--- src/rtl/mips_ctrl_pkg.sv ---
// Shared constants and types for the multi-cycle MIPS main control unit.
package mips_ctrl_pkg;

  localparam int unsigned OP_W    = 6;
  localparam int unsigned STATE_W = 4;
  localparam int unsigned SEL_W   = 2;

  localparam logic [OP_W-1:0] OP_RTYPE = 6'b000000;
  localparam logic [OP_W-1:0] OP_LW    = 6'b100011;
  localparam logic [OP_W-1:0] OP_SW    = 6'b101011;
  localparam logic [OP_W-1:0] OP_BEQ   = 6'b000100;
  localparam logic [OP_W-1:0] OP_J     = 6'b000010;
  localparam logic [OP_W-1:0] OP_ADDI  = 6'b001000;

  typedef enum logic [STATE_W-1:0] {
    S_FETCH     = 4'd0,
    S_DECODE    = 4'd1,
    S_MEM_ADR   = 4'd2,
    S_MEM_RD    = 4'd3,
    S_MEM_WB    = 4'd4,
    S_MEM_WR    = 4'd5,
    S_EXEC      = 4'd6,
    S_R_WB      = 4'd7,
    S_BRANCH    = 4'd8,
    S_JUMP      = 4'd9,
    S_ADDI_EXEC = 4'd10,
    S_ADDI_WB   = 4'd11
  } state_t;

  localparam logic [SEL_W-1:0] ALU_OP_ADD   = 2'b00;
  localparam logic [SEL_W-1:0] ALU_OP_SUB   = 2'b01;
  localparam logic [SEL_W-1:0] ALU_OP_FUNCT = 2'b10;

  localparam logic [SEL_W-1:0] SRC_B_REG     = 2'b00;
  localparam logic [SEL_W-1:0] SRC_B_FOUR    = 2'b01;
  localparam logic [SEL_W-1:0] SRC_B_IMM     = 2'b10;
  localparam logic [SEL_W-1:0] SRC_B_IMM_SH2 = 2'b11;

  localparam logic [SEL_W-1:0] PC_SRC_ALU    = 2'b00;
  localparam logic [SEL_W-1:0] PC_SRC_ALUOUT = 2'b01;
  localparam logic [SEL_W-1:0] PC_SRC_JUMP   = 2'b10;

  typedef struct packed {
    logic             pc_write;
    logic             pc_write_cond;
    logic             i_or_d;
    logic             mem_read;
    logic             mem_write;
    logic             ir_write;
    logic             mem_to_reg;
    logic             reg_dst;
    logic             reg_write;
    logic             alu_src_a;
    logic [SEL_W-1:0] alu_src_b;
    logic [SEL_W-1:0] alu_op;
    logic [SEL_W-1:0] pc_source;
  } ctrl_word_t;

  function automatic logic is_legal_op(input logic [OP_W-1:0] op);
    return (op == OP_RTYPE) || (op == OP_LW) || (op == OP_SW) ||
           (op == OP_BEQ) || (op == OP_J) || (op == OP_ADDI);
  endfunction

endpackage

--- src/rtl/mips_ctrl_decode.sv ---
// Combinational state-to-control-word decoder; PC/IR writes in FETCH follow mem_ready.
module mips_ctrl_decode
  import mips_ctrl_pkg::*;
(
  input  state_t     state,
  input  logic       mem_ready,
  output ctrl_word_t ctrl
);

  always_comb begin
    ctrl = '0;
    case (state)
      S_FETCH: begin
        ctrl.mem_read  = 1'b1;
        ctrl.ir_write  = mem_ready;
        ctrl.pc_write  = mem_ready;
        ctrl.alu_src_b = SRC_B_FOUR;
      end
      S_DECODE:  ctrl.alu_src_b = SRC_B_IMM_SH2;
      S_MEM_ADR: begin
        ctrl.alu_src_a = 1'b1;
        ctrl.alu_src_b = SRC_B_IMM;
      end
      S_MEM_RD: begin
        ctrl.mem_read = 1'b1;
        ctrl.i_or_d   = 1'b1;
      end
      S_MEM_WB: begin
        ctrl.reg_write  = 1'b1;
        ctrl.mem_to_reg = 1'b1;
      end
      S_MEM_WR: begin
        ctrl.mem_write = 1'b1;
        ctrl.i_or_d    = 1'b1;
      end
      S_EXEC: begin
        ctrl.alu_src_a = 1'b1;
        ctrl.alu_op    = ALU_OP_FUNCT;
      end
      S_R_WB: begin
        ctrl.reg_write = 1'b1;
        ctrl.reg_dst   = 1'b1;
      end
      S_BRANCH: begin
        ctrl.alu_src_a     = 1'b1;
        ctrl.alu_op        = ALU_OP_SUB;
        ctrl.pc_write_cond = 1'b1;
        ctrl.pc_source     = PC_SRC_ALUOUT;
      end
      S_JUMP: begin
        ctrl.pc_write  = 1'b1;
        ctrl.pc_source = PC_SRC_JUMP;
      end
      S_ADDI_EXEC: begin
        ctrl.alu_src_a = 1'b1;
        ctrl.alu_src_b = SRC_B_IMM;
      end
      S_ADDI_WB: ctrl.reg_write = 1'b1;
      default:   ctrl = '0;
    endcase
  end

endmodule

--- src/rtl/mips_multicycle_control.sv ---
// Multi-cycle MIPS main control FSM: sequencing, opcode latch, retired-instruction counter.
module mips_multicycle_control
  import mips_ctrl_pkg::*;
#(
  parameter int unsigned INSTR_CNT_W = 32
) (
  input  logic                   clk,
  input  logic                   rst_n,
  input  logic [OP_W-1:0]        opcode,
  input  logic                   mem_ready,
  output logic                   pc_write,
  output logic                   pc_write_cond,
  output logic                   i_or_d,
  output logic                   mem_read,
  output logic                   mem_write,
  output logic                   ir_write,
  output logic                   mem_to_reg,
  output logic                   reg_dst,
  output logic                   reg_write,
  output logic                   alu_src_a,
  output logic [SEL_W-1:0]       alu_src_b,
  output logic [SEL_W-1:0]       alu_op,
  output logic [SEL_W-1:0]       pc_source,
  output logic [STATE_W-1:0]     state,
  output logic                   illegal_op,
  output logic [INSTR_CNT_W-1:0] instr_count
);

  state_t                 state_q;
  state_t                 state_d;
  logic [OP_W-1:0]        op_q;
  logic [INSTR_CNT_W-1:0] cnt_q;
  logic                   retire;
  ctrl_word_t             ctrl;

  // State register, opcode latch (captured in DECODE) and retired-instruction counter.
  always_ff @(posedge clk or negedge rst_n) begin
    if (!rst_n) begin
      state_q <= S_FETCH;
      op_q    <= '0;
      cnt_q   <= '0;
    end else begin
      state_q <= state_d;
      if (state_q == S_DECODE) op_q <= opcode;
      if (retire) cnt_q <= cnt_q + INSTR_CNT_W'(1);
    end
  end

  always_comb begin
    state_d = S_FETCH;
    retire  = 1'b0;
    case (state_q)
      S_FETCH:  state_d = mem_ready ? S_DECODE : S_FETCH;
      S_DECODE: begin
        if ((opcode == OP_LW) || (opcode == OP_SW)) state_d = S_MEM_ADR;
        else if (opcode == OP_RTYPE)                state_d = S_EXEC;
        else if (opcode == OP_BEQ)                  state_d = S_BRANCH;
        else if (opcode == OP_J)                    state_d = S_JUMP;
        else if (opcode == OP_ADDI)                 state_d = S_ADDI_EXEC;
        else                                        state_d = S_FETCH;
      end
      S_MEM_ADR:   state_d = (op_q == OP_LW) ? S_MEM_RD : S_MEM_WR;
      S_MEM_RD:    state_d = mem_ready ? S_MEM_WB : S_MEM_RD;
      S_MEM_WR: begin
        state_d = mem_ready ? S_FETCH : S_MEM_WR;
        retire  = mem_ready;
      end
      S_EXEC:      state_d = S_R_WB;
      S_ADDI_EXEC: state_d = S_ADDI_WB;
      S_MEM_WB, S_R_WB, S_BRANCH, S_JUMP, S_ADDI_WB: begin
        state_d = S_FETCH;
        retire  = 1'b1;
      end
      default:     state_d = S_FETCH;
    endcase
  end

  mips_ctrl_decode u_decode (
    .state     (state_q),
    .mem_ready (mem_ready),
    .ctrl      (ctrl)
  );

  // Every output is held at zero while reset is asserted.
  always_comb begin
    pc_write      = rst_n & ctrl.pc_write;
    pc_write_cond = rst_n & ctrl.pc_write_cond;
    i_or_d        = rst_n & ctrl.i_or_d;
    mem_read      = rst_n & ctrl.mem_read;
    mem_write     = rst_n & ctrl.mem_write;
    ir_write      = rst_n & ctrl.ir_write;
    mem_to_reg    = rst_n & ctrl.mem_to_reg;
    reg_dst       = rst_n & ctrl.reg_dst;
    reg_write     = rst_n & ctrl.reg_write;
    alu_src_a     = rst_n & ctrl.alu_src_a;
    alu_src_b     = rst_n ? ctrl.alu_src_b : '0;
    alu_op        = rst_n ? ctrl.alu_op : '0;
    pc_source     = rst_n ? ctrl.pc_source : '0;
    state         = rst_n ? STATE_W'(state_q) : '0;
    illegal_op    = rst_n & (state_q == S_DECODE) & ~is_legal_op(opcode);
    instr_count   = rst_n ? cnt_q : '0;
  end

endmodule

--- config.mk ---
export PLATFORM = sky130hd
export DESIGN_NAME = mips_multicycle_control
export DESIGN_NICKNAME = d
export VERILOG_FILES = /design/src/rtl/mips_ctrl_pkg.sv /design/src/rtl/mips_ctrl_decode.sv /design/src/rtl/mips_multicycle_control.sv
export SDC_FILE = /design/constraint.sdc
export NUM_CORES = 1
export LEC_CHECK = 0
export ABC_AREA = 1
export BUFFER_PORTS_ARGS = -buffer_cell sky130_fd_sc_hd__buf_2
export CAP_MARGIN = 20
export CORE_MARGIN = 2
export CORE_UTILIZATION = 40
export DETAILED_ROUTE_END_ITERATION = 6
export GPL_TIMING_DRIVEN = 0
export SYNTH_ARGS = -nofsm -noshare
export SYNTH_HDL_FRONTEND = slang
export SYNTH_SLANG_ARGS = --single-unit
--- constraint.sdc ---
create_clock -name clk -period 1.7 [get_ports clk]
set_input_delay 0.085 -clock clk [delete_from_list [all_inputs] [get_ports clk]]
set_output_delay 0.085 -clock clk [all_outputs]
set_load 0.02 [all_outputs]
Word-level counts from Yosys, hierarchy flattened --
Index checks and enable logic that the tools add are counted.
Cells by class: reductions and logical operators 14, mux-type cells 29, equal/unequal tests 17, bitwise operators 13, $add $sub $neg 1
Operators with widths (count):
- 32-bit by 1-bit adder with 32-bit output (second input constant) | 1
- 32-bit 2-to-1 mux | 1
- 4-bit one-hot mux with 7 select lines | 1
- 4-bit 2-to-1 mux | 6
- 6-bit == test (second input constant) | 3
- 4-bit by 3-bit == test with 1-bit output (second input constant) | 4
- 4-bit == test (second input constant) | 4
- 1-bit bitwise AND | 12
- 1-bit 2-to-1 mux | 10
- 3-bit 2-to-1 mux | 3
- 4-bit by 2-bit == test with 1-bit output (second input constant) | 2
- 2-bit one-hot mux with 2 select lines | 2
- 6-bit by 2-bit == test with 1-bit output (second input constant) | 1
- 6-bit by 3-bit == test with 1-bit output (second input constant) | 1
- 6-bit by 4-bit == test with 1-bit output (second input constant) | 1
- 6-bit logical NOT | 1
- 1-bit logical OR | 6
- 2-bit 2-to-1 mux | 3
- 2-bit one-hot mux with 3 select lines | 1
- 2-bit OR reduction | 3
- 5-bit OR reduction | 1
- 4-bit by 1-bit == test with 1-bit output (second input constant) | 1
- 4-bit logical NOT | 1
- 1-bit one-hot mux with 2 select lines | 2
- 3 further kinds | 3
Storage, ports and cells: logic and storage cells 77, input bits 9, output and inout bits 53, bits in registers 42

Logic depth before layout (Yosys ltp) --
Gate-level depths: netlist (run 1).
depth in word-level cells 8, depth in mapped cells 10, mapped depth without buffers 8

Modules after synthesis --
From an unflattened synthesis (run 1), not the netlist that was laid out.
Second synthesis, totals: cell total of the unflattened synthesis 481, area, all modules 3136.8 um2
By module, submodules not included:
- mips_multicycle_control | area each 2967.8 um2, cells an instance 445, sequential area each 1051.0 um2, instances 1
- mips_ctrl_decode | area each 168.9 um2, cells an instance 36, sequential area each 0.0 um2, instances 1

Least setup slack after synthesis (run 1) --
No wires, ideal clock.
path kind reg-to-output, from reg state_q[1], to out illegal_op, path slack 207 ps, data arrival time 1408 ps, stages on the path, launching flop included 7, buffers on the path 1, required time 1615 ps, cells stage by stage dfrtp_1 -> buf_2 -> inv_2 -> nand2_2 -> nor2_2 -> nand3_1 -> nor3_1
Between the ends: word-level cells in the longest chain between the ends 3
Ends and longest elaborated chain:
- from (decl) | RTL line mips_multicycle_control.sv:29 | state_t state_q;
- from (signal assigned) | RTL line mips_multicycle_control.sv:43 | state_q <= state_d;
- 4-bit by 1-bit == test with 1-bit output | RTL line mips_multicycle_control.sv:100 | illegal_op = rst_n & (state_q == S_DECODE) & ~is_legal_op(opcode);
- 1-bit bitwise AND (2 in series) | RTL line mips_multicycle_control.sv:100
- to (decl) | RTL line mips_multicycle_control.sv:25 | output logic illegal_op,
No other way between the ends.

Final worst setup path (run 1) --
from reg state_q[2], to out pc_write
Between the ends: word-level cells in the longest chain between the ends 3, elaborated cells between the ends (all ways) 4, classes of those cells eq/ne: 1; mux: 1; bitwise: 1; reduce/logical: 1
Ends and longest elaborated chain:
- 4-bit == test or 4-bit logical NOT (tied branches) | RTL line mips_ctrl_decode.sv:12 | case (state)
- 1-bit one-hot mux with 2 select lines (*) | RTL line mips_ctrl_decode.sv:12
- 1-bit bitwise AND (*) | RTL line mips_multicycle_control.sv:86 | pc_write = rst_n & ctrl.pc_write;
- to (decl) | RTL line mips_multicycle_control.sv:11 | output logic pc_write,
Mark *: on every way between the ends. The rest lies on a longest branch, timed or not.

==> results.rst, run 1 <==
.. list-table::
   :header-rows: 1

   * - Metric
     - Value
   * - Starting density of the core
     - 0.4133
   * - Fillers
     - 795
   * - Delay of the slowest critical-path stage
     - 0.44 ns
   * - Final core occ
     - 0.5036
   * - Largest net degree at the start of global routing
     - 43
   * - Hold slack
     - 0.07256 ns
   * - Total power density per cell area
     - 673.5 nW/um2
   * - Critical path peak fanout
     - 5
   * - Number of remaining DRC errors
     - 0
   * - Placed Cells
     - 635
   * - Count of input and output buffers
     - 61
   * - Non-Filler Cell Area, Final
     - 3672 um2
   * - Sw Share
     - 0.3282
   * - Top FF cell, synth
     - sky130_fd_sc_hd__dfrtp_1
   * - Area growth, synth to finish
     - 21.83%
   * - Transition time of the tightest slew-check pin
     - 0.4299 ns
   * - CTS H-tree depth
     - 2
   * - Async SR Flop Fraction
     - 1.000
   * - Die Y-Extent
     - 90.81 um
   * - Syn_nets
     - 485
   * - Area of combinational cells with multiple inputs
     - 1587 um2
   * - Number of flip-flops and latches in the synthesized netlist
     - 42
   * - Core Box Area
     - 7292 um2
   * - Number of clock buffers inserted by TritonCTS
     - 5
   * - CTS max path bufs
     - 2
   * - Cell area after placement
     - 3443 um2
   * - Overall track demand over capacity in global routing
     - 0.1853
   * - Average via count per standard cell
     - 4.766
   * - Most frequent cell after synthesis
     - sky130_fd_sc_hd__nand2_1
   * - Max-slew violation total from the final report
     - 0
   * - Detail Route Antenna Nets
     - 0
   * - Top Ports
     - 62
   * - Critical path data required time
     - 1.62 ns
   * - Leakage power of the design
     - 2.064 nW
   * - Chain of cells forming the critical path
     - inv_2 > nand2_2 > nor3_2 > nand2_1 > o22ai_1 > buf_4
   * - Top cell type by total area after synthesis
     - sky130_fd_sc_hd__dfrtp_1
   * - Total clock sinks
     - 42
   * - Number of antenna violations at the first check in global routing
     - 0
   * - Sequential fraction of design power
     - 0.486
   * - Gpl congestion
     - 0.8686
   * - Post-DR wirelength/cell
     - 11.49 um
   * - Worst rel slew slack
     - 0.7134
   * - Power share of the clock group
     - 0.278
   * - DIE AREA
     - 8246 um2
   * - Number of global-route vias before repair
     - 2793
   * - Arrival time of data at the critical path endpoint
     - 1.52 ns
   * - Setup CP Type
     - reg2out
   * - Synthesized area divided by synthesized cell count
     - 6.346 um2
   * - Slowest cell on the critical path
     - sky130_fd_sc_hd__dfrtp_2
   * - Worst Clk Skew
     - 0.007614 ns
   * - Total internal power
     - 1.661 mW
   * - Worst path bufs/invs
     - 2
   * - Congestion Overflow GR
     - 0
   * - Nets
     - 559
   * - Share of synthesized area occupied by flip-flops and latches
     - 0.3487
   * - Clock period minus worst slack
     - 1.607 ns
   * - Run status
     - finished clean
   * - Proportion of netlist area held by the largest area contributor
     - 0.3487
   * - Register Area
     - 1054 um2
   * - Final period util
     - 0.9455
   * - Top achievable clock speed
     - 622.1 MHz
   * - Clock latency of the later-clocked register in the worst-skew pair
     - 0.30 ns
   * - Cell types occupying the most area after synthesis
     - sky130_fd_sc_hd__dfrtp_1, sky130_fd_sc_hd__nand2_1, sky130_fd_sc_hd__inv_1
   * - Crit start category
     - register
   * - Net Switching
     - 0.8117 mW
   * - Half-perimeter wire length after detailed placement
     - 5.487 mm
   * - Library cell used as clock root buffer
     - sky130_fd_sc_hd__clkbuf_8
   * - Ratio of cells with drive above 1 in the final layout
     - 0.2127
   * - Wire length of the first global-routing pass
     - 12.68 mm
   * - Power share of the combinational group
     - 0.236
   * - Die width
     - 90.81 um
   * - Drt first pass iters
     - 4
   * - Worst vdd rail ir drop
     - 0.4465 mV
   * - Final WL
     - 7.459 mm
   * - Number of violations of the max-capacitance limit
     - 0
   * - Most frequent cells after synthesis
     - sky130_fd_sc_hd__nand2_1, sky130_fd_sc_hd__inv_1, sky130_fd_sc_hd__nor2_1
   * - Synthesis Warnings
     - 0
   * - Starting DRT DRC Count
     - 124
   * - Unrepaired setup endpoints after global routing
     - yes
   * - Largest delay contributor family on the critical path
     - flip-flops
   * - Ant diodes
     - 0
   * - Number of vias in the routed layout
     - 3093
   * - CTS tree
     - yes
   * - Number of distinct library cells after synthesis
     - 29
   * - Final setup fails
     - 0
   * - Capturing element type of the critical path
     - output port
   * - Post-Layout Cell Count
     - 649
   * - Number of instances in the synthesized netlist
     - 475
   * - Final hold vios
     - 0
   * - HP Class
     - in2reg
   * - Sum Neg Setup Slack
     - 0 ns
   * - Syn Std Cell Area
     - 3014 um2
   * - Post-CTS clock slew at the launch and capture registers of the worst setup and hold paths
     - 0.08 ns
   * - Count of flip-flops with a built-in enable after synthesis
     - 0
   * - Row cnt
     - 31
timing repair:
action,4_1_cts,5_1_grt
buffers inserted,1,3
hold buffers,2,0
pin swaps,1,4
hold endpoints to repair,42,0
gates cloned,0,0
endpoints found under the setup margin,56,13
resized for setup,8,15
registers in the layout (all words and copies together), names as in the netlist:
name	cells
op_q	6
cnt_q	32
state_q	4
per-layer routing:
metal	GRT usage	wire length [um]	part of all wire	up-vias
met3	0.02588	292	0.039	8
li1	-	-	-	1607
met5	0	0	0	-
met2	0.3041	3431	0.46	70
met1	0.2584	3666	0.49	1408
met4	0.04545	69	0.0093	0
cells by family (layout without fill, tap and decap cells):
group,after synthesis,in the layout,share of synthesized area
fa+ha+maj,1,1,0.004150
flops,42,42,0.3487
simple gates,296,296,0.4433
xor+xnor,6,6,0.01743
compound gates,27,27,0.04566
buf+inv,103,178,0.1407
area by class of cell:
class                   count  area share
inverters                  88     0.09063
repair buffers             67      0.1046
multi-input cells         330      0.4320
clock inverters             1    0.001363
well taps                  99     0.03373
flip-flops and latches     42      0.2869
clock buffers               7     0.02351
plain buffers              15     0.02726
final timing paths:
path	end	start	slack (ns)	depth (start not counted)
worst max-delay path	pc_write	state_q[2]	0.09	6
worst min-delay path	op_q[1]	opcode[1]	0.07	3
worst max register to register	cnt_q[25]	cnt_q[0]	0.16	8
worst min register to register	op_q[4]	op_q[4]	0.48	2
max in group asynchronous	state_q[2]	rst_n	1.06	3
min in group asynchronous	cnt_q[16]	rst_n	0.41	3
worst min-delay path, cell delays in order:
cell and delay, ns:
sky130_fd_sc_hd__buf_2 0.11, sky130_fd_sc_hd__inv_1 0.06, sky130_fd_sc_hd__o21ai_1 0.06
power by group through the flow:
stage / Sequential [mW] / Combinational (mW) / Clock (mW)
global placement: 1.22 / 0.490 / 0
floorplan: 1.20 / 0.357 / 0
detailed placement: 1.22 / 0.496 / 0
CTS: 1.19 / 0.550 / 0.708
global route: 1.22 / 0.663 / 0.751
finish: 1.20 / 0.584 / 0.686
metrics by stage:
stage / total power, mW / setup WS, ns
after floorplan: 1.553 / 0.2075
final: 2.473 / 0.09258
after detailed placement: 1.716 / -0.5492
after CTS: 2.448 / -0.02486
after global routing: 2.632 / -0.001892
after global placement: 1.707 / -0.5660
placed cells by master, fill, tap and decap left out, types with 2 or more instances in the layout:
| master | instances |
|---|---|
| sky130_fd_sc_hd__nand2_1 | 163 |
| sky130_fd_sc_hd__inv_1 | 81 |
| sky130_fd_sc_hd__buf_2 | 59 |
| sky130_fd_sc_hd__nor2_1 | 42 |
| sky130_fd_sc_hd__dfrtp_1 | 40 |
| sky130_fd_sc_hd__nand3_1 | 31 |
| sky130_fd_sc_hd__nand4_1 | 20 |
| sky130_fd_sc_hd__o21ai_1 | 17 |
| sky130_fd_sc_hd__buf_4 | 13 |
| sky130_fd_sc_hd__nand3b_1 | 8 |
| sky130_fd_sc_hd__nor2_4 | 8 |
| sky130_fd_sc_hd__nor3_1 | 7 |
| sky130_fd_sc_hd__inv_2 | 6 |
| sky130_fd_sc_hd__nand2_2 | 6 |
| sky130_fd_sc_hd__clkbuf_8 | 6 |
| sky130_fd_sc_hd__o21ai_0 | 5 |
| sky130_fd_sc_hd__xor2_1 | 5 |
| sky130_fd_sc_hd__clkbuf_1 | 4 |
| sky130_fd_sc_hd__nor2_2 | 3 |
| sky130_fd_sc_hd__a21oi_1 | 3 |
| sky130_fd_sc_hd__nand3_2 | 3 |
| sky130_fd_sc_hd__buf_6 | 3 |
| sky130_fd_sc_hd__nor3_2 | 2 |
| sky130_fd_sc_hd__dfrtp_2 | 2 |
(Power assumes the default switching activity.)
==> run 2: changes to the inputs <==
--- a/config.mk
+++ b/config.mk
@@ -9,9 +9,10 @@
 export BUFFER_PORTS_ARGS = -buffer_cell sky130_fd_sc_hd__buf_2
 export CAP_MARGIN = 20
 export CORE_MARGIN = 2
-export CORE_UTILIZATION = 40
+export CORE_UTILIZATION = 53
 export DETAILED_ROUTE_END_ITERATION = 6
 export GPL_TIMING_DRIVEN = 0
+export PLACE_DENSITY = 0.86
 export SYNTH_ARGS = -nofsm -noshare
 export SYNTH_HDL_FRONTEND = slang
 export SYNTH_SLANG_ARGS = --single-unit
==> run 2 against run 1 <==
  * First-iteration DRC count increased by 77%
  * Critical path type unchanged
  * Sequential cell count unchanged
  * Largest power group unchanged
  * Final cell count decreased by 4.2%
  * Non-clock buffer count unchanged
==> results.rst, run 2 (same netlist as run 1, synthesis figures left out) <==
.. list-table::
   :header-rows: 1

   * - Metric
     - Value
   * - Drt first pass iters
     - 5 (+1)
   * - Placed Cells
     - 608 (-4.3%)
   * - Arrival time of data at the critical path endpoint
     - 1.61 ns (+0.09 ns)
   * - Worst path bufs/invs
     - 3 (+1)
   * - Post-DR wirelength/cell
     - 12.70 um (+10%)
   * - Worst setup slack after placement
     - -0.5150 ns (+0.03423 ns)
   * - Setup CP Type
     - reg2out
   * - Total power density per cell area
     - 757.3 nW/um2 (+12%)
   * - Slowest cell on the critical path
     - sky130_fd_sc_hd__dfrtp_1
   * - Biggest regs
     - cnt_q x32, op_q x6, state_q x4
   * - Most frequent standard cell in the layout excluding fill and tap cells
     - sky130_fd_sc_hd__nand2_1
   * - Die width
     - 79.41 um (-13%)
   * - Worst Clk Skew
     - 0.01286 ns (+0.005246 ns)
   * - Number of clock buffers inserted by TritonCTS
     - 5 (unchanged)
   * - Post-Layout Cell Count
     - 622 (-4.2%)
   * - Transition time of the tightest slew-check pin
     - 0.4499 ns (+0.01996 ns)
   * - Worst setup slack for register-to-register paths
     - 0.16 ns (about the same)
   * - Detail Route Antenna Nets
     - 0 (unchanged)
   * - Nets
     - 559 (unchanged)
   * - Overall track demand over capacity in global routing
     - 0.2595 (+0.07422)
   * - Number of global-route vias before repair
     - 3012 (+7.8%)
   * - Number of antenna violations at the first check in global routing
     - 0 (unchanged)
   * - Wire length of the first global-routing pass
     - 13.04 mm (+2.9%)
   * - Starting density of the core
     - 0.5474 (+0.1340)
   * - Number of violations of the max-capacitance limit
     - 0 (unchanged)
   * - Cell area after placement
     - 3410 um2 (-0.98%)
   * - Capturing element type of the critical path
     - output port
   * - Worst rel slew slack
     - 0.7001 (-0.01331)
   * - Total clock sinks
     - 42 (unchanged)
   * - Final period util
     - 0.9988 (+0.05328)
   * - Setup slack after layout
     - 0.001998 ns (-0.09058 ns)
   * - Leakage power of the design
     - 2.081 nW (+0.82%)
   * - Largest delay contributor family on the critical path
     - simple AND/OR/NAND/NOR gates
   * - Count of input and output buffers
     - 61 (unchanged)
   * - Half-perimeter wire length after detailed placement
     - 5.513 mm (+0.47%)
   * - Post-CTS clock slew at the launch and capture registers of the worst setup and hold paths
     - 0.08 ns (about the same)
   * - Chain of cells forming the critical path
     - buf_6 > buf_4 > nor3_2 > nand2_1 > nor2_1 > buf_2
   * - Max reg flops
     - 32 (unchanged)
   * - Critical path peak fanout
     - 7 (+2)
   * - Worst vdd rail ir drop
     - 0.5562 mV (+25%)
   * - Delay of the slowest critical-path stage
     - 0.38 ns (-0.06 ns)
   * - CTS H-tree depth
     - 2 (unchanged)
   * - Number of remaining DRC errors
     - 0 (unchanged)
   * - Top Ports
     - 62 (unchanged)
   * - Gpl congestion
     - 0.9497 (+9.3%)
   * - Ant diodes
     - 0 (unchanged)
   * - Area growth, synth to finish
     - 22.50%
   * - Row cnt
     - 27 (-13%)
   * - Clock period minus worst slack
     - 1.698 ns (+0.09058 ns)
   * - Non-Filler Cell Area, Final
     - 3692 um2 (+0.55%)
   * - Clock latency of the later-clocked register in the worst-skew pair
     - 0.31 ns (about the same)
   * - Starting DRT DRC Count
     - 220 (+77%)
   * - Average via count per standard cell
     - 5.268 (+11%)
   * - DIE AREA
     - 6306 um2 (-24%)
   * - Die Y-Extent
     - 79.41 um (-13%)
   * - Register with the most flip-flops
     - cnt_q
   * - Core Box Area
     - 5507 um2 (-24%)
   * - Final hold vios
     - 0 (unchanged)
   * - Largest net degree at the start of global routing
     - 43 (unchanged)
   * - Top achievable clock speed
     - 588.9 MHz (-5.3%)
   * - Unrepaired setup endpoints after global routing
     - yes
   * - Library cell used as clock root buffer
     - sky130_fd_sc_hd__clkbuf_8
   * - Leading cell types in the layout, fill and taps excluded
     - sky130_fd_sc_hd__nand2_1, sky130_fd_sc_hd__inv_1, sky130_fd_sc_hd__buf_2, sky130_fd_sc_hd__nor2_1, sky130_fd_sc_hd__dfrtp_1
   * - Ratio of cells with drive above 1 in the final layout
     - 0.2145 (+0.001818)
   * - Final setup fails
     - 0 (unchanged)
   * - HP Class
     - in2reg
   * - CTS tree
     - yes
   * - Crit start category
     - register
   * - Critical path data required time
     - 1.62 ns (about the same)
   * - CTS max path bufs
     - 2 (unchanged)
   * - Fillers
     - 486 (-39%)
   * - Number of vias in the routed layout
     - 3277 (+5.9%)
   * - Run status
     - finished clean
   * - Max-slew violation total from the final report
     - 0 (unchanged)
   * - Congestion Overflow GR
     - 0 (unchanged)
   * - Final WL
     - 7.898 mm (+5.9%)
==> run 2: worst paths after layout <==
kind                             from   endpoint  cells after the start
max                        state_q[1]   ir_write                      6
min                         opcode[1]    op_q[1]                      3
max reg2reg                  cnt_q[0]  cnt_q[28]                      8
min reg2reg                   op_q[4]    op_q[4]                      2
max in group asynchronous       rst_n  cnt_q[26]                      3
min in group asynchronous       rst_n   cnt_q[8]                      3
==> run 2: stage by stage <==
step	util	hold slack, ns	total power [mW]	setup TNS [ns]
floorplan	-	-0.2106	1.553	0
global placement	0.6192	0.2969	1.694	-11.06
detailed placement	0.6192	0.3056	1.720	-12.81
CTS	0.6546	0.07524	2.707	-0.03461
global route	0.6705	0.09249	2.915	-0.1303
finish	0.6705	0.08169	2.796	0
==> run 2: cell type report <==
class	instances	area [um2]	share of cell area
sequential	42	1052	0.2850
tap	72	90.09	0.02440
multi-input combinational	330	1597	0.4324
clock inverter	3	68.82	0.01864
clock buffer	5	68.82	0.01864
inverter	88	330.3	0.08946
timing repair buffer	67	381.6	0.1034
buffer	15	103.9	0.02813
==> run 2: per-layer routing <==
| metal | track usage | wire [um] | vias to the layer above |
|---|---|---|---|
| met3 | 0.04072 | 575 | 21 |
| met4 | 0.07759 | 176 | 0 |
| met5 | 0 | 0 | - |
| li1 | - | - | 1619 |
| met1 | 0.3230 | 3252 | 1485 |
| met2 | 0.4627 | 3893 | 152 |
==> run 2: report_power, final <==
part | internal [mW] | switching, mW | leakage, nW | total, mW
Combinational | 0.233 | 0.367 | 1.45 | 0.600
Clock | 0.589 | 0.391 | 0.0683 | 0.980
Sequential | 1.10 | 0.112 | 0.567 | 1.22
==> run 2: timing repair <==
item | CTS | global route
setup buffers | 0 | 4
hold endpoints to repair | 42 | 0
pin swaps | 1 | 4
setup endpoints to repair | 54 | 14
hold buffers | 2 | 0
resized for setup | 10 | 17
==> run 2: worst min-delay path, stage by stage <==
cell and delay [ns]:
sky130_fd_sc_hd__buf_2 0.12, sky130_fd_sc_hd__inv_1 0.08, sky130_fd_sc_hd__o21ai_1 0.07
==> run 3: changes to the inputs <==
--- a/config.mk
+++ b/config.mk
@@ -9,10 +9,10 @@
 export BUFFER_PORTS_ARGS = -buffer_cell sky130_fd_sc_hd__buf_2
 export CAP_MARGIN = 20
 export CORE_MARGIN = 2
-export CORE_UTILIZATION = 53
+export CORE_UTILIZATION = 55
 export DETAILED_ROUTE_END_ITERATION = 6
 export GPL_TIMING_DRIVEN = 0
-export PLACE_DENSITY = 0.86
+export PLACE_DENSITY = 0.88
 export SYNTH_ARGS = -nofsm -noshare
 export SYNTH_HDL_FRONTEND = slang
 export SYNTH_SLANG_ARGS = --single-unit
==> run 3 against run 2 <==
  * The flow now finishes with violations (setup timing)
  * Clock power decreased by 30%
  * Critical path type unchanged
  * Utilization rose by 3.9 points
  * Final cell count fell by 0.16%
  * Largest cell class unchanged
  * Register-to-register slack got worse by 0.05 ns
==> results.rst, run 3 (same netlist as run 1, synthesis figures left out) <==
.. list-table::
   :header-rows: 1

   * - Metric
     - Value
   * - Die Y-Extent
     - 78.03 um (-1.7%)
   * - Capturing element type of the critical path
     - output port
   * - Top Ports
     - 62 (unchanged)
   * - CTS tree
     - yes
   * - Delay of the slowest critical-path stage
     - 0.42 ns (+0.04 ns)
   * - Total number of cells along the worst setup path
     - 6 (unchanged)
   * - Setup slack after layout
     - -0.03445 ns (-0.03645 ns)
   * - DIE AREA
     - 6089 um2 (-3.4%)
   * - Critical path peak fanout
     - 5 (-2)
   * - Drt first pass iters
     - 6 (+1)
   * - Detail Route Antenna Nets
     - 0 (unchanged)
   * - Overall track demand over capacity in global routing
     - 0.2574 (-0.002081)
   * - Post-CTS clock slew at the launch and capture registers of the worst setup and hold paths
     - 0.08 ns (about the same)
   * - Die width
     - 78.03 um (-1.7%)
   * - Core Box Area
     - 5205 um2 (-5.5%)
   * - Arrival time of data at the critical path endpoint
     - 1.65 ns (+0.04 ns)
   * - Number of antenna violations at the first check in global routing
     - 0 (unchanged)
   * - Worst vdd rail ir drop
     - 0.5212 mV (-6.3%)
   * - Count of input and output buffers
     - 61 (unchanged)
   * - Final hold vios
     - 0 (unchanged)
   * - Worst path bufs/invs
     - 3 (unchanged)
   * - Slowest cell on the critical path
     - sky130_fd_sc_hd__dfrtp_1
   * - Largest delay contributor family on the critical path
     - flip-flops
   * - Max-slew violation total from the final report
     - 0 (unchanged)
   * - Count of cells along the worst register-to-register path
     - 8 (unchanged)
   * - Placed Cells
     - 606 (-0.33%)
   * - Run status
     - complete, but fails checks
   * - Clock period minus worst slack
     - 1.734 ns (+0.03645 ns)
   * - Clock latency of the later-clocked register in the worst-skew pair
     - 0.30 ns (about the same)
   * - Leakage power of the design
     - 2.080 nW (about the same)
   * - Number of vias in the routed layout
     - 3302 (+0.76%)
   * - Register with the most flip-flops
     - cnt_q
   * - Total clock sinks
     - 42 (unchanged)
   * - Area growth, synth to finish
     - 22.50% (unchanged)
   * - Gpl congestion
     - 0.9512 (+0.16%)
   * - CTS H-tree depth
     - 2 (unchanged)
   * - Transition time of the tightest slew-check pin
     - 0.5696 ns (+0.1197 ns)
   * - Number of global-route vias before repair
     - 2961 (-1.7%)
   * - Worst Clk Skew
     - 0.007105 ns (-0.005756 ns)
   * - Ratio of cells with drive above 1 in the final layout
     - 0.2305 (+0.01594)
   * - Wire length of the first global-routing pass
     - 12.85 mm (-1.5%)
   * - Congestion Overflow GR
     - 0 (unchanged)
   * - Total power density per cell area
     - 690.1 nW/um2 (-8.9%)
   * - Worst Hold Path Cells
     - 3 (unchanged)
   * - Critical path data required time
     - 1.62 ns (about the same)
   * - Starting density of the core
     - 0.5791 (+0.03171)
   * - Final WL
     - 8.157 mm (+3.3%)
   * - Crit start category
     - register
   * - CTS max path bufs
     - 2 (unchanged)
   * - Violated checks
     - setup timing
   * - Most frequent standard cell in the layout excluding fill and tap cells
     - sky130_fd_sc_hd__nand2_1
   * - Post-DR wirelength/cell
     - 13.14 um (+3.4%)
   * - Unrepaired setup endpoints after global routing
     - yes
   * - Leading cell types in the layout, fill and taps excluded
     - sky130_fd_sc_hd__nand2_1, sky130_fd_sc_hd__inv_1, sky130_fd_sc_hd__buf_2, sky130_fd_sc_hd__nor2_1, sky130_fd_sc_hd__dfrtp_1
   * - Largest net degree at the start of global routing
     - 46 (+7.0%)
   * - Library cell used as clock root buffer
     - sky130_fd_sc_hd__clkbuf_8
   * - Max reg flops
     - 32 (unchanged)
   * - Non-Filler Cell Area, Final
     - 3692 um2 (unchanged)
   * - Post-Layout Cell Count
     - 621 (-0.16%)
   * - Final core occ
     - 0.7094 (+0.03885)
   * - Biggest regs
     - cnt_q x32, op_q x6, state_q x4
   * - Number of violations of the max-capacitance limit
     - 0 (unchanged)
   * - Average via count per standard cell
     - 5.317 (+0.93%)
   * - Nets
     - 560 (+0.18%)
   * - Setup CP Type
     - reg2out
   * - Chain of cells forming the critical path
     - inv_2 > nand2_2 > inv_1 > o21ai_1 > a31oi_2 > buf_4
   * - Ant diodes
     - 0 (unchanged)
   * - Starting DRT DRC Count
     - 228 (+3.6%)
   * - Number of clock buffers inserted by TritonCTS
     - 5 (unchanged)
   * - Half-perimeter wire length after detailed placement
     - 5.461 mm (-0.93%)
   * - Final period util
     - 1.020 (+0.02144)
   * - Cell area after placement
     - 3407 um2 (about the same)
   * - Number of remaining DRC errors
     - 0 (unchanged)
   * - Worst rel slew slack
     - 0.6203 (-0.07980)
   * - Top achievable clock speed
     - 576.6 MHz (-2.1%)
   * - HP Class
     - in2reg
   * - Final setup fails
     - 2 (+2)
   * - Row cnt
     - 26 (-3.7%)
-- run 3: report_power, final --
| group | leakage, nW | internal (mW) | switching [mW] |
|---|---|---|---|
| sequential | 0.566 | 1.11 | 0.109 |
| clock | 0.0482 | 0.328 | 0.362 |
| combinational | 1.47 | 0.253 | 0.390 |
-- run 3: per-stage QoR --
stage           TNS, ns  total power [mW]  worst slack, ns  hold WS, ns
2_1_floorplan         0             1.553           0.2075      -0.2106
3_3_place_gp     -10.02             1.692          -0.4233       0.2852
3_5_place_dp     -12.38             1.722          -0.4736       0.3031
4_1_cts        -0.02460             2.417         -0.02460      -0.2856
5_1_grt         -0.1555             2.678         -0.05243      0.08783
6_report       -0.04297             2.548         -0.03445      0.07035
-- run 3: final timing paths --
path | slack, ns | start | end
hold / removal | 0.07 | opcode[1] | op_q[1]
max in group asynchronous | 1.07 | rst_n | cnt_q[1]
setup reg to reg | 0.11 | cnt_q[1] | cnt_q[20]
setup / recovery | -0.03 | state_q[3] | alu_src_a
min in group asynchronous | 0.40 | rst_n | cnt_q[13]
hold reg to reg | 0.50 | op_q[1] | op_q[1]
-- run 3: layout make-up --
| cell class | instances | area [um2] |
|---|---|---|
| Tap cell | 70 | 87.58 |
| Multi-Input combinational cell | 330 | 1627 |
| Buffer | 15 | 106.4 |
| Clock buffer | 7 | 86.33 |
| Clock inverter | 1 | 5.005 |
| Sequential cell | 42 | 1054 |
| Timing Repair Buffer | 68 | 396.6 |
| Inverter | 88 | 330.3 |
| Fill cell | 420 | 1513 |
-- run 3: timing repair --
| item | CTS | global route |
|---|---|---|
| pin swaps | 1 | 5 |
| resized for setup | 9 | 29 |
| hold endpoints to repair | 42 | 42 |
| setup buffers | 1 | 4 |
| setup endpoints to repair | 50 | 32 |
-- run 3: worst reg2reg max path, cell delays in order (launching register included) --
cell and delay (ns):
sky130_fd_sc_hd__dfrtp_2 0.42, sky130_fd_sc_hd__ha_4 0.18, sky130_fd_sc_hd__nand2_1 0.06, sky130_fd_sc_hd__nor2_1 0.15, sky130_fd_sc_hd__nand3_2 0.18, sky130_fd_sc_hd__nor2_4 0.26, sky130_fd_sc_hd__nand3_1 0.11, sky130_fd_sc_hd__nand2_1 0.08
sky130_fd_sc_hd__nand2_1 0.05
-- run 3: routing by layer --
layer / global-route usage / vias to the layer above / share of wire / wire length (um)
met4: 0.09123 / 0 / 0.019 / 155
li1: - / 1608 / - / -
met3: 0.04253 / 21 / 0.070 / 574
met1: 0.3191 / 1521 / 0.41 / 3346
met5: 0 / - / 0 / 0
met2: 0.4534 / 152 / 0.50 / 4080
